**config.mk**
```make
export PLATFORM = sky130hd
export DESIGN_NAME = vga_stream_out_flat
export DESIGN_NICKNAME = d
export VERILOG_FILES = /design/src/rtl/vga_stream_out_pkg.sv /design/src/rtl/vga_stream_out_if.sv /design/src/rtl/display_timings_param.sv /design/src/rtl/vga_stream_out.sv /design/src/flat_wrapper.sv
export SDC_FILE = /design/constraint.sdc
export NUM_CORES = 1
export LEC_CHECK = 0
export CORE_MARGIN = 3
export CORE_UTILIZATION = 43
export DETAILED_ROUTE_END_ITERATION = 16
export GPL_ROUTABILITY_DRIVEN = 0
export PLACE_DENSITY = 0.77
export SYNTH_ARGS = -nofsm -noshare
export SYNTH_HDL_FRONTEND = slang
export SYNTH_SLANG_ARGS = --single-unit
```
**constraint.sdc**
```tcl
create_clock -name clk_pix -period 2.41 [get_ports clk_pix]
set_input_delay 0.723 -clock clk_pix [delete_from_list [all_inputs] [get_ports clk_pix]]
set_output_delay 0.723 -clock clk_pix [all_outputs]
set_load 0.02 [all_outputs]
```
**src/rtl/vga_stream_out_pkg.sv**
```systemverilog
// -----------------------------------------------------------------------------
// video_pkg
// Shared video definitions:
//   - default 640x480@60 timing constants
//   - RGB565 field positions inside a 16-bit pixel word
//   - expand5to6(): widens a 5-bit channel to 6 bits by replicating its MSB
//   - scan_total(): total line/frame length from active + porches + sync
// -----------------------------------------------------------------------------
package video_pkg;

   // Default 480p timing
   localparam int DEF_CORDW    = 10;
   localparam int DEF_H_ACTIVE = 640;
   localparam int DEF_H_FP     = 16;
   localparam int DEF_H_SYNC   = 96;
   localparam int DEF_H_BP     = 48;
   localparam int DEF_V_ACTIVE = 480;
   localparam int DEF_V_FP     = 10;
   localparam int DEF_V_SYNC   = 2;
   localparam int DEF_V_BP     = 33;

   // RGB565 layout
   localparam int PIX_W     = 16;
   localparam int RGB_R_MSB = 15;
   localparam int RGB_R_LSB = 11;
   localparam int RGB_G_MSB = 10;
   localparam int RGB_G_LSB = 5;
   localparam int RGB_B_MSB = 4;
   localparam int RGB_B_LSB = 0;

   // MSB replication maps 0 -> 0 and 31 -> 63, so full scale stays full scale.
   function automatic logic [5:0] expand5to6(input logic [4:0] v);
      return {v, v[4]};
   endfunction

   function automatic int scan_total(input int active, input int fp,
                                     input int sync, input int bp);
      return active + fp + sync + bp;
   endfunction

endpackage

```
**src/rtl/vga_stream_out_if.sv**
```systemverilog
// -----------------------------------------------------------------------------
// vga_stream_out_if
// Read port of a standard (non-FWFT) video FIFO.
//   fifo_dout  : RGB565 pixel, valid one cycle after fifo_rd_en
//   fifo_empty : FIFO has no data
//   fifo_rd_en : read strobe
// Modports: master = reader (scan-out), slave = FIFO.
// -----------------------------------------------------------------------------
interface vga_stream_out_if;
   import video_pkg::*;

   logic [PIX_W-1:0] fifo_dout;
   logic             fifo_empty;
   logic             fifo_rd_en;

   modport master (input fifo_dout, input fifo_empty, output fifo_rd_en);
   modport slave  (output fifo_dout, output fifo_empty, input fifo_rd_en);
endinterface

```
**src/rtl/display_timings_param.sv**
```systemverilog
// -----------------------------------------------------------------------------
// display_timings_param
// Counter-based video timing generator for any resolution.
// Ports:
//   clk_pix     in   pixel clock
//   rst         in   synchronous active-low reset
//   sx, sy      out  current position (registered counters)
//   de          out  inside active video
//   hs_act      out  inside hsync pulse (polarity applied by the user)
//   vs_act      out  inside vsync pulse (polarity applied by the user)
//   frame_start out  high at sx=0, sy=0
// All decoded outputs are combinational from the counters.
// -----------------------------------------------------------------------------
module display_timings_param
   import video_pkg::*;
#(
   parameter int CORDW    = DEF_CORDW,
   parameter int H_ACTIVE = DEF_H_ACTIVE,
   parameter int H_FP     = DEF_H_FP,
   parameter int H_SYNC   = DEF_H_SYNC,
   parameter int H_BP     = DEF_H_BP,
   parameter int V_ACTIVE = DEF_V_ACTIVE,
   parameter int V_FP     = DEF_V_FP,
   parameter int V_SYNC   = DEF_V_SYNC,
   parameter int V_BP     = DEF_V_BP
) (
   input  logic             clk_pix,
   input  logic             rst,
   output logic [CORDW-1:0] sx,
   output logic [CORDW-1:0] sy,
   output logic             de,
   output logic             hs_act,
   output logic             vs_act,
   output logic             frame_start
);

   localparam int H_TOTAL = scan_total(H_ACTIVE, H_FP, H_SYNC, H_BP);
   localparam int V_TOTAL = scan_total(V_ACTIVE, V_FP, V_SYNC, V_BP);

   // One spare bit keeps sums such as ACTIVE+FP+SYNC from wrapping.
   localparam int CW1 = CORDW + 1;
   localparam logic [CW1-1:0] H_LAST   = CW1'(H_TOTAL - 1);
   localparam logic [CW1-1:0] V_LAST   = CW1'(V_TOTAL - 1);
   localparam logic [CW1-1:0] H_ACT    = CW1'(H_ACTIVE);
   localparam logic [CW1-1:0] V_ACT    = CW1'(V_ACTIVE);
   localparam logic [CW1-1:0] HS_START = CW1'(H_ACTIVE + H_FP);
   localparam logic [CW1-1:0] HS_END   = CW1'(H_ACTIVE + H_FP + H_SYNC);
   localparam logic [CW1-1:0] VS_START = CW1'(V_ACTIVE + V_FP);
   localparam logic [CW1-1:0] VS_END   = CW1'(V_ACTIVE + V_FP + V_SYNC);

   logic [CORDW-1:0] sx_q, sx_d, sy_q, sy_d;
   logic [CW1-1:0]   sx_w, sy_w;

   assign sx_w = {1'b0, sx_q};
   assign sy_w = {1'b0, sy_q};

   always_comb begin
      sx_d = sx_q + CORDW'(1);
      sy_d = sy_q;
      if (sx_w == H_LAST) begin
         sx_d = '0;
         sy_d = (sy_w == V_LAST) ? '0 : sy_q + CORDW'(1);
      end
   end

   always_ff @(posedge clk_pix) begin
      if (!rst) begin
         sx_q <= '0;
         sy_q <= '0;
      end else begin
         sx_q <= sx_d;
         sy_q <= sy_d;
      end
   end

   assign sx          = sx_q;
   assign sy          = sy_q;
   assign de          = (sx_w < H_ACT) && (sy_w < V_ACT);
   assign hs_act      = (sx_w >= HS_START) && (sx_w < HS_END);
   assign vs_act      = (sy_w >= VS_START) && (sy_w < VS_END);
   assign frame_start = (sx_q == '0) && (sy_q == '0);

endmodule

```
**src/rtl/vga_stream_out.sv**
```systemverilog
// -----------------------------------------------------------------------------
// vga_stream_out
// VGA scan-out stage: reads RGB565 pixels from a standard-read video FIFO
// during active video, expands them to 6 bits per channel and drives the pins.
// Ports:
//   clk_pix, rst      pixel clock, synchronous active-low reset
//   fifo              FIFO read port (vga_stream_out_if.master)
//   clr_underflow     clears the sticky underflow flag
//   sx, sy            stage-0 position; vga_* outputs lag these by 2 cycles
//   frame_start       high at sx=0, sy=0
//   underflow         sticky: set by an active-video cycle with an empty FIFO
//   vga_hsync/vsync   registered syncs, aligned with colour
//   vga_r/g/b         6-bit colour, black outside active video
// Optional build macro VGA_TEST_PATTERN_EN: underrun pixels show colour bars
// instead of black.
// -----------------------------------------------------------------------------
module vga_stream_out
   import video_pkg::*;
#(
   parameter int CORDW    = DEF_CORDW,
   parameter int H_ACTIVE = DEF_H_ACTIVE,
   parameter int H_FP     = DEF_H_FP,
   parameter int H_SYNC   = DEF_H_SYNC,
   parameter int H_BP     = DEF_H_BP,
   parameter int V_ACTIVE = DEF_V_ACTIVE,
   parameter int V_FP     = DEF_V_FP,
   parameter int V_SYNC   = DEF_V_SYNC,
   parameter int V_BP     = DEF_V_BP,
   parameter bit H_POL    = 1'b0,
   parameter bit V_POL    = 1'b0
) (
   input  logic                clk_pix,
   input  logic                rst,
   vga_stream_out_if.master    fifo,
   input  logic                clr_underflow,
   output logic [CORDW-1:0]    sx,
   output logic [CORDW-1:0]    sy,
   output logic                frame_start,
   output logic                underflow,
   output logic                vga_hsync,
   output logic                vga_vsync,
   output logic [5:0]          vga_r,
   output logic [5:0]          vga_g,
   output logic [5:0]          vga_b
);

   logic de0, hs0, vs0, rd_en0;

   display_timings_param #(
      .CORDW(CORDW),
      .H_ACTIVE(H_ACTIVE), .H_FP(H_FP), .H_SYNC(H_SYNC), .H_BP(H_BP),
      .V_ACTIVE(V_ACTIVE), .V_FP(V_FP), .V_SYNC(V_SYNC), .V_BP(V_BP)
   ) u_timings (
      .clk_pix(clk_pix),
      .rst(rst),
      .sx(sx),
      .sy(sy),
      .de(de0),
      .hs_act(hs0),
      .vs_act(vs0),
      .frame_start(frame_start)
   );

   // Never read outside active video so blanking leaves the FIFO untouched.
   assign rd_en0          = de0 && !fifo.fifo_empty;
   assign fifo.fifo_rd_en = rd_en0;

   // Stage 1: matches the FIFO's one-cycle read latency.
   logic de1_q, hs1_q, vs1_q, pix_ok1_q;

   always_ff @(posedge clk_pix) begin
      if (!rst) begin
         de1_q     <= 1'b0;
         hs1_q     <= 1'b0;
         vs1_q     <= 1'b0;
         pix_ok1_q <= 1'b0;
      end else begin
         de1_q     <= de0;
         hs1_q     <= hs0;
         vs1_q     <= vs0;
         pix_ok1_q <= rd_en0;
      end
   end

`ifdef VGA_TEST_PATTERN_EN
   // Bar index taken from sx one cycle late, i.e. the pixel now in stage 1.
   logic [2:0] bar1_q;

   always_ff @(posedge clk_pix) begin
      if (!rst) bar1_q <= '0;
      else      bar1_q <= sx[CORDW-4 -: 3];
   end
`endif

   // Stage 2: output registers.
   logic [5:0] r_q, g_q, b_q, r_d, g_d, b_d;
   logic       hsync_q, vsync_q;

   always_comb begin
      r_d = '0;
      g_d = '0;
      b_d = '0;
      if (de1_q) begin
         if (pix_ok1_q) begin
            r_d = expand5to6(fifo.fifo_dout[RGB_R_MSB:RGB_R_LSB]);
            g_d = fifo.fifo_dout[RGB_G_MSB:RGB_G_LSB];
            b_d = expand5to6(fifo.fifo_dout[RGB_B_MSB:RGB_B_LSB]);
         end else begin
`ifdef VGA_TEST_PATTERN_EN
            r_d = {6{bar1_q[2]}};
            g_d = {6{bar1_q[1]}};
            b_d = {6{bar1_q[0]}};
`endif
         end
      end
   end

   always_ff @(posedge clk_pix) begin
      if (!rst) begin
         r_q     <= '0;
         g_q     <= '0;
         b_q     <= '0;
         hsync_q <= ~H_POL;
         vsync_q <= ~V_POL;
      end else begin
         r_q     <= r_d;
         g_q     <= g_d;
         b_q     <= b_d;
         hsync_q <= hs1_q ? H_POL : ~H_POL;
         vsync_q <= vs1_q ? V_POL : ~V_POL;
      end
   end

   // Sticky underflow; a new event outranks a simultaneous clear.
   logic underflow_q, underflow_d;

   always_comb begin
      underflow_d = underflow_q;
      if (clr_underflow)            underflow_d = 1'b0;
      if (de0 && fifo.fifo_empty)   underflow_d = 1'b1;
   end

   always_ff @(posedge clk_pix) begin
      if (!rst) underflow_q <= 1'b0;
      else      underflow_q <= underflow_d;
   end

   assign underflow = underflow_q;
   assign vga_hsync = hsync_q;
   assign vga_vsync = vsync_q;
   assign vga_r     = r_q;
   assign vga_g     = g_q;
   assign vga_b     = b_q;

endmodule

```
**src/flat_wrapper.sv**
```systemverilog
// flat-port wrapper written by rule: the top's interface ports become plain ports
module vga_stream_out_flat import video_pkg::*;
#(
   parameter int CORDW    = DEF_CORDW,
   parameter int H_ACTIVE = DEF_H_ACTIVE,
   parameter int H_FP     = DEF_H_FP,
   parameter int H_SYNC   = DEF_H_SYNC,
   parameter int H_BP     = DEF_H_BP,
   parameter int V_ACTIVE = DEF_V_ACTIVE,
   parameter int V_FP     = DEF_V_FP,
   parameter int V_SYNC   = DEF_V_SYNC,
   parameter int V_BP     = DEF_V_BP,
   parameter bit H_POL    = 1'b0,
   parameter bit V_POL    = 1'b0
)
  (clk_pix, rst, clr_underflow, sx, sy, frame_start, underflow, vga_hsync, vga_vsync, vga_r, vga_g, vga_b, fifo_fifo_dout, fifo_fifo_empty, fifo_fifo_rd_en);
  vga_stream_out_if fifo_i ();
  input  logic clk_pix;
  input  logic rst;
  input  logic clr_underflow;
  output logic [CORDW-1:0] sx;
  output logic [CORDW-1:0] sy;
  output logic frame_start;
  output logic underflow;
  output logic vga_hsync;
  output logic vga_vsync;
  output logic [5:0] vga_r;
  output logic [5:0] vga_g;
  output logic [5:0] vga_b;
  input wire logic [$bits(fifo_i.fifo_dout)-1:0] fifo_fifo_dout;
  input wire logic [$bits(fifo_i.fifo_empty)-1:0] fifo_fifo_empty;
  output wire logic [$bits(fifo_i.fifo_rd_en)-1:0] fifo_fifo_rd_en;
  assign fifo_i.fifo_dout = fifo_fifo_dout;
  assign fifo_i.fifo_empty = fifo_fifo_empty;
  assign fifo_fifo_rd_en = fifo_i.fifo_rd_en;
  vga_stream_out #(.CORDW(CORDW), .H_ACTIVE(H_ACTIVE), .H_FP(H_FP), .H_SYNC(H_SYNC), .H_BP(H_BP), .V_ACTIVE(V_ACTIVE), .V_FP(V_FP), .V_SYNC(V_SYNC), .V_BP(V_BP), .H_POL(H_POL), .V_POL(V_POL)) u_core (.clk_pix(clk_pix), .rst(rst), .fifo(fifo_i), .clr_underflow(clr_underflow), .sx(sx), .sy(sy), .frame_start(frame_start), .underflow(underflow), .vga_hsync(vga_hsync), .vga_vsync(vga_vsync), .vga_r(vga_r), .vga_g(vga_g), .vga_b(vga_b));
endmodule
```
==> reports/results.ini <==
[sta]
fin_crit_sh_pct = 95.62
clock_skew_ps = 8.643
layout_min_cycle_time_ps = 2304
timing.slew.headroom_pct = 74.29
fmax_ghz = 0.4340
max_slew.worst_pin.slew_ps = 385.6
finalMaxSlewViolations = 0
final-setup-viol-count = 0
hold_viol_final = 0
rsz0062_at_grt = false

[clocking]
path_clk_slew_ps = 70
cts_root_buffer = clkbuf_8
htree_num_levels = 2
cts_setup_buffers = 0
numCtsBuffers = 5
cts_tree = built
hold_buffers = 0
clk_latency_ps = 290
clock_path_buffers = 2
cts_num_sinks = 43

[global_route]
grtUsageTotal_pct = 18.56
antenna_found_initial = 0
grt_pass1_vias = 1443
grt_pass1_wl_um = 6458
overflow = 0
grt_max_degree = 17

[routing]
via_count = 1503
initialDrtViolationCount = 49
dr.pass1.iters = 5
post_drt_wl_per_cell_um = 13.37
drtAntennaViolNets = 0
drc_errors = 0
routed_via_density = 4.960
drt-total-wl_um = 4050

[floorplan]
die_w_um = 68.51
rows = 22
die_h_um = 68.51
floorplan.initialDensity_pct = 45.22
ios = 63
die_area_sq_um = 4694
core_area_sq_um = 3716

[logic_synthesis]
synth_top_flop_cell = dfxtp_1
yosys.area.top_type = dfxtp_1
synthSimpleGateAreaFrac_pct = 30.75
synth_compound_area_share_pct = 3.276
synth_area_per_cell_sq_um = 9.827
synth_cells = 171
synth_edf_count = 0
ys_ff_latch = 43
yosysTopAreaCellShare_pct = 51.23
synthTopCellsByArea = dfxtp_1 (51%), and2_1 (7.4%), xor2_1 (3.6%)
ys_warn_count = 0
synthArstFlopShare_pct = 0
synth_fp_nets = 195
synthMuxAreaShare_pct = 1.191
syn_area_sq_um = 1680
ys_seq_area_share_pct = 51.23
synth_xor_area_share_pct = 6.776
synthDistinctLibCells = 38
synth_adder_area_share_pct = 2.978
synth_top_family_by_area = simple AND/OR/NAND/NOR gates

[setup_path]
end_kind = output port
path_class = register to output port
path_max_fanout = 7
crit_arrival_ps = 1580
r2r_slack_ps = 380
required_ps = 1690
critPathLaunchType = register

[place]
dp_hpwl_um = 3043
placedInstanceArea_sq_um = 2485
port_buffers = 62

[cells_and_area]
final_common_cell = clkdlybuf4s50_1
area_growth_pct = 55.25
fillerInstances = 300
final_cell_mix = clkdlybuf4s50_1 (60), dfxtp_1 (43), buf_4 (23)
stdcell_area_sq_um = 2609
nNetsFinal = 278
antennaDiodeCount = 0
drive_gt1_share_pct = 15.29
post-route-util_pct = 70.20

[power]
powerDensity_nw_per_um2 = 543.1
leakagePower_nw = 1.013
worst_ir_drop_vdd_mv = 0.2610

[outcome]
outcome = finished clean

[hold_path]
worstHoldPathType = register to register

[job]
maxCapViolCount = 0

## power breakdown
group | switching, mW | internal [mW]
Combinational | 0.0507 | 0.0681
Clock | 0.237 | 0.335
Sequential | 0.00449 | 0.722
Total | 0.292 | 1.12
## cells by family after synthesis
family                   count (synthesis)
AO/OA/AOI/OAI                            9
XOR/XNOR                                13
adder cells (fa/ha/maj)                  4
buffers and inverters                   14
flip-flops                              43
multiplexers                             2
AND/OR/NAND/NOR                         86
## final cells by class
| cell class | instances | area (sq um) | area share (%) |
|---|---|---|---|
| multi-input cells | 114 | 765.7 | 29.35 |
| flip-flops and latches | 43 | 860.8 | 33.00 |
| clock buffers | 6 | 82.58 | 3.165 |
| inverters | 6 | 22.52 | 0.8633 |
| clock inverters | 2 | 35.03 | 1.343 |
| well taps | 48 | 60.06 | 2.302 |
| repair buffers | 84 | 782.0 | 29.98 |
## worst paths after layout
kind | start | to | cells past startpoint
worst max-delay path | u_core.u_timings.sx[7] | fifo_fifo_rd_en | 5
worst min-delay path | u_core.hs1_q | u_core.vga_hsync | 1
worst max register to register | u_core.u_timings.sx[0] | u_core.u_timings.sy[9] | 6
worst min register to register | u_core.hs1_q | u_core.vga_hsync | 1
## critical path, stage by stage, from the launching register on
cell	delay [ps]
dfxtp_1	320
buf_4	160
o21ai_0	160
and3b_1	200
nor2b_1	120
dlygate4sd2_1	330
## state kept, by name, indices dropped and copies added (netlist names)
signal and count:
u_core.u_timings.sx 10, u_core.vga_b 5, u_core.pix_ok1_q 1, u_core.vga_g 6, u_core.underflow 1, u_core.vs1_q 1
u_core.hs1_q 1, u_core.vga_vsync 1, u_core.de1_q 1, u_core.vga_r 5, u_core.vga_hsync 1, u_core.u_timings.sy 10
## per-layer routing
metal	GRT usage [%]	share of wire, %
met5	0	0
met4	6.700	1.3
met3	6.645	9.5
met2	31.35	46
met1	21.46	43
## cells in the mapped netlist, types with 2 or more instances
master,instances
dfxtp_1,43
and2_1,20
nor2_1,14
nand3_1,9
nand2_1,8
xor2_1,7
inv_1,6
nand4_1,6
xnor2_1,6
nor4_1,5
ha_1,4
nor3_1,4
o21ai_0,4
and3_1,3
clkbuf_1,3
a21oi_1,2
buf_4,2
clkbuf_2,2
mux2i_1,2
nor2b_1,2
or3_1,2
## repair_timing
item                       4_1_cts  5_1_grt
gates cloned                     0        0
setup endpoints to repair        2        1
pin swaps                        0        1
gates resized for setup          5        3
## metrics by stage
stage	setup WS [ps]	hold WS [ps]	total power [mW]	instances	TNS (ps)
detailed placement	-173.1	360.7	0.8622	295	-259.3
global route	27.55	400.3	1.466	303	0
floorplan	98.74	351.7	0.7875	171	0
CTS	8.084	379.7	1.431	303	0
finish	105.6	374.9	1.417	303	0
global placement	-164.6	354.3	0.8600	295	-258.3
No activity file was read; power rests on OpenSTA's default activity.
